<file path="config.mk">
export PLATFORM = sky130hd
export DESIGN_NAME = rr_oh_arbiter
export DESIGN_NICKNAME = d
export VERILOG_FILES = /design/src/rtl/rr_oh_arbiter.sv
export SDC_FILE = /design/constraint.sdc
export NUM_CORES = 1
export LEC_CHECK = 0
export CORE_MARGIN = 2
export CORE_UTILIZATION = 45
export CTS_CLUSTER_DIAMETER = 100
export CTS_CLUSTER_SIZE = 16
export DETAILED_ROUTE_END_ITERATION = 7
export GPL_TIMING_DRIVEN = 0
export PLACE_DENSITY_LB_ADDON = 0.1
export SLEW_MARGIN = 5
export SYNTH_ARGS = -nofsm -noshare
export SYNTH_HDL_FRONTEND = slang
export SYNTH_SLANG_ARGS = --single-unit
</file>
<file path="constraint.sdc">
create_clock -name clk -period 2.8 [get_ports clk]
set_input_delay 0.56 -clock clk [delete_from_list [all_inputs] [get_ports clk]]
set_output_delay 0.56 -clock clk [all_outputs]
set_load 0.03 [all_outputs]
</file>
<file path="src/rtl/rr_oh_arbiter.sv">
// Round-robin arbiter for 2**N requesters.
// Grants are one-hot with a matching binary index. Each grant is limited to
// MAX_HOLD consecutive cycles, and every release is followed by one idle cycle.
module rr_oh_arbiter #(
  parameter int N        = 3,
  parameter int MAX_HOLD = 4
) (
  input  logic              clk,
  input  logic              rst,
  input  logic [2**N-1:0]   req,
  output logic [2**N-1:0]   grant,
  output logic [N-1:0]      grant_idx,
  output logic              grant_valid
);

  localparam int NREQ = 2**N;
  localparam int HW   = $clog2(MAX_HOLD) + 1;

  typedef enum logic {IDLE, GRANT} state_t;

  state_t        state, state_n;
  logic [N-1:0]  ptr, ptr_n;
  logic [N-1:0]  idx, idx_n;
  logic [HW-1:0] hold_cnt, hold_n;

  logic [N-1:0]  sel;
  logic          found;
  logic          release_now;

  // Scan requests starting at ptr, wrapping modulo NREQ; the first set bit wins
  always_comb begin
    sel   = '0;
    found = 1'b0;
    for (int unsigned i = 0; i < NREQ; i++) begin
      logic [N-1:0] k;
      k = ptr + N'(i);
      if (!found && req[k]) begin
        sel   = k;
        found = 1'b1;
      end
    end
  end

  // The grant ends when its owner drops the request or the hold limit is reached;
  // if both happen in the same cycle, this still counts as a single release
  always_comb begin
    release_now = !req[idx] || (hold_cnt == HW'(MAX_HOLD - 1));
  end

  // State and arbitration registers
  always_ff @(posedge clk or posedge rst) begin
    if (rst) begin
      state    <= IDLE;
      ptr      <= '0;
      idx      <= '0;
      hold_cnt <= '0;
    end else begin
      state    <= state_n;
      ptr      <= ptr_n;
      idx      <= idx_n;
      hold_cnt <= hold_n;
    end
  end

  // Next-state logic: grant from IDLE, hold or release while in GRANT
  always_comb begin
    state_n = state;
    ptr_n   = ptr;
    idx_n   = idx;
    hold_n  = hold_cnt;
    unique case (state)
      IDLE: begin
        if (found) begin
          state_n = GRANT;
          idx_n   = sel;
          hold_n  = '0;
        end
      end
      GRANT: begin
        if (release_now) begin
          state_n = IDLE;
          ptr_n   = idx + N'(1);
          idx_n   = '0;
          hold_n  = '0;
        end else begin
          hold_n  = hold_cnt + HW'(1);
        end
      end
      default: state_n = IDLE;
    endcase
  end

  // Output decode: all outputs come straight from registered state
  always_comb begin
    grant       = '0;
    grant_valid = (state == GRANT);
    grant_idx   = idx;
    if (state == GRANT) grant[idx] = 1'b1;
  end

endmodule

</file>
==> results.sh <==
export IMPL_status="complete, no violations"
export IMPL_place_hpwl_mm=2.832
export IMPL_pre_cts_slack_ns=-0.4598
export IMPL_final_cell_mix="21 x clkdlybuf4s50_1, 15 x nand2_1, 13 x mux4_2"
export IMPL_cts_buffers=3
export IMPL_cp_max_fo=5
export IMPL_min_path_type="flop to flop"
export IMPL_final_setup_skew_ns=0.008688
export IMPL_async_reset_ff_share_pct=100.0
export IMPL_r2r_start="ptr[1]"
export IMPL_dieHeight_um=61.04
export IMPL_fmax_mhz=367.5
export IMPL_setup_viol=0
export IMPL_routed_via_density=6.026
export IMPL_htreeDepth=1
export IMPL_fin_nets=205
export IMPL_synth_warnings=0
export IMPL_r2r_end="grant_idx[1]"
export IMPL_dr_pass1_iters=4
export IMPL_final_common_cell="clkdlybuf4s50_1"
export IMPL_routed_wl_mm=3.759
export IMPL_startpoint="ptr[1]"
export IMPL_timing_final_crit_share_pct=97.19
export IMPL_timing_hold_ws_ns=0.5138
export IMPL_clk_latency_ns=0.27
export IMPL_grt_overflow=0
export IMPL_grt_usage_pct=22.94
export IMPL_dp_cells=218
export IMPL_grt_start_max_net_pins=11
export IMPL_multi_input_area_mm2=0.001167
export IMPL_maxUsedRoutingLayer="met3"
export IMPL_core_region_area_mm2=0.003078
export IMPL_grt_pass1_wl_mm=6.327
export IMPL_switchingPower_mw=1.387
export IMPL_max_cap_violations=0
export IMPL_wl_met2_mm=1.850
export IMPL_ys_seq_area_share_pct=17.09
export IMPL_wl_per_cell_um=16.13
export IMPL_min_period_ns=2.721
export IMPL_initial_core_util_pct=47.56
export IMPL_cts_tree="done"
export IMPL_clk_pin_slew_ns=0.07
export IMPL_cp_required_ns=2.99
export IMPL_max_slew_worst_pin_slew_ns=0.6319
export IMPL_reg2reg_slack_ns=0.08
export IMPL_holdPathEnd="hold_cnt[0]"
export IMPL_die_w_um=61.04
export IMPL_num_vias=1404
export IMPL_critPathArrivalTime_ns=2.91
export IMPL_reg2reg_depth=11
export IMPL_postRouteAntennaNets=0
export IMPL_tns_ns=0
export IMPL_hp_start="hold_cnt[0]"
export IMPL_cts_sinks=10
export IMPL_gp_congestion=0.8473
export IMPL_layoutNonFillerInstCount=233
export IMPL_seq_area_um2=252.7
export IMPL_drt_iter0_markers=87
export IMPL_synth_edf_count=0
export IMPL_avgSynthCellArea_um2=9.568
export IMPL_endpoint_kind="flop"
export IMPL_synth_seq_cells=10
export IMPL_drc=0
export IMPL_leakagePower_nw=0.7579
export IMPL_num_antenna_cells=0
export IMPL_start_kind="flop"
export IMPL_finalHoldViolCount=0
export IMPL_cts_buffer_depth=2
export IMPL_crit_type="flop to flop"
export IMPL_syn_nets=168
export IMPL_syn_to_final_growth_pct=30.94
export IMPL_whs_path_depth=1
export IMPL_rsz0062_at_grt="yes"
export IMPL_n_fill_cell=274
export IMPL_antenna_found_initial=0
export IMPL_wl_met3_um=225
export IMPL_layout_setup_ws_ns=0.07867
export IMPL_slew_headroom_pct=57.43
export IMPL_p_seq_share_pct=9.3
export IMPL_switching_share_pct=49.54
export IMPL_cts_hold_buf=0
export IMPL_port_buffers=21
export IMPL_grt_pass1_vias=1308
export IMPL_ys_flop_type="dfrtp_1"
export IMPL_root_buffer="clkbuf_4"
export IMPL_dieArea_mm2=0.003725
export IMPL_combPwrFrac_pct=86.1
export IMPL_ioPinCount=22
export IMPL_ys_types=47
export IMPL_rows=20
export IMPL_layout_drive_gt1_share_pct=30.16
export IMPL_wl_met1_mm=1.683
export IMPL_synthCells=153
export IMPL_ir_drop_mv=0.5920
export IMPL_powerDensity_mw_per_mm2=1460
export IMPL_p_int_mw=1.413
export IMPL_drv_slew=0
export IMPL_p_clk_share_pct=4.6
export IMPL_syn_area_mm2=0.001464
cell type report:
type	count	area share, %
multi-input cells	124	60.90
repair buffers	32	15.27
flip-flops and latches	10	13.19
plain buffers	8	3.525
well taps	44	2.872
inverters	11	2.350
clock buffers	4	1.893
stage by stage:
step / power (mW) / utilization (%) / area [um^2]
after floorplan: 1.895 / - / 1466
after global placement: 2.278 / 56.26 / 1732
after detailed placement: 2.324 / 56.26 / 1732
after CTS: 2.627 / 59.96 / 1846
after global routing: 3.006 / 62.28 / 1917
final: 2.799 / 62.28 / 1917
Yosys cell counts (4+ instances only):
master / instances / area share [%]
a21oi_1: 4 / 1.4
a31oi_1: 6 / 2.6
buf_2: 4 / 1.4
dfrtp_1: 10 / 17
ha_1: 5 / 4.3
inv_1: 10 / 2.6
mux2i_1: 6 / 4.1
mux4_2: 12 / 18
nand2_1: 15 / 3.8
nand2b_1: 6 / 2.6
nor2_1: 13 / 3.3
nor3_1: 4 / 1.4
o21ai_0: 6 / 2.1
worst max-delay path by stage:
stage / to / slack, ns / cells after the start
after floorplan: grant_idx[0] / 0.006 / 11
after global placement: grant_idx[0] / -0.40 / 11
after detailed placement: grant_idx[0] / -0.46 / 11
after CTS: grant_idx[0] / 0.02 / 11
after global routing: grant_idx[1] / -0.03 / 11
final: grant_idx[1] / 0.08 / 11
registers in the layout (all words and copies together) (netlist names):
name,cells
grant_idx,3
ptr,3
grant_valid,1
hold_cnt,3
power by group through the flow:
stage	clock network [mW]	logic (mW)	registers, mW
floorplan	0	1.59	0.304
global placement	0	2.00	0.279
detailed placement	0	2.04	0.281
CTS	0.133	2.23	0.260
global route	0.141	2.59	0.272
finish	0.129	2.41	0.262
what timing repair did:
action,CTS,global route
gates resized for setup,9,8
buffers inserted,5,6
setup endpoints to repair,7,7
pin swaps,2,7
critical path, stage by stage, from the launching register on:
cell,delay [ns]
dfrtp_2,0.39
buf_8,0.12
clkinvlp_4,0.10
ha_4,0.31
buf_8,0.11
mux4_2,0.49
mux2i_2,0.21
a32oi_2,0.18
nor2_4,0.21
nand4_4,0.15
a21bo_1,0.20
a31oi_1,0.17
metal layers:
metal,global-route usage (%),up-vias
met5,0,-
met4,1.553,0
met3,4.622,0
met1,32.75,689
met2,37.99,59
li1,-,656
cell families after synthesis:
group,after synthesis,synth area share (%)
and+or+nand+nor,50,17.95
AOI/OAI and AO/OA,39,19.23
muxes,26,33.08
buffers and inverters,19,5.983
DFF,10,17.09
adders and majority gates,5,4.274
xor gates and xnor gates,4,2.394
Note: power is estimated with default switching activity, not from simulation.
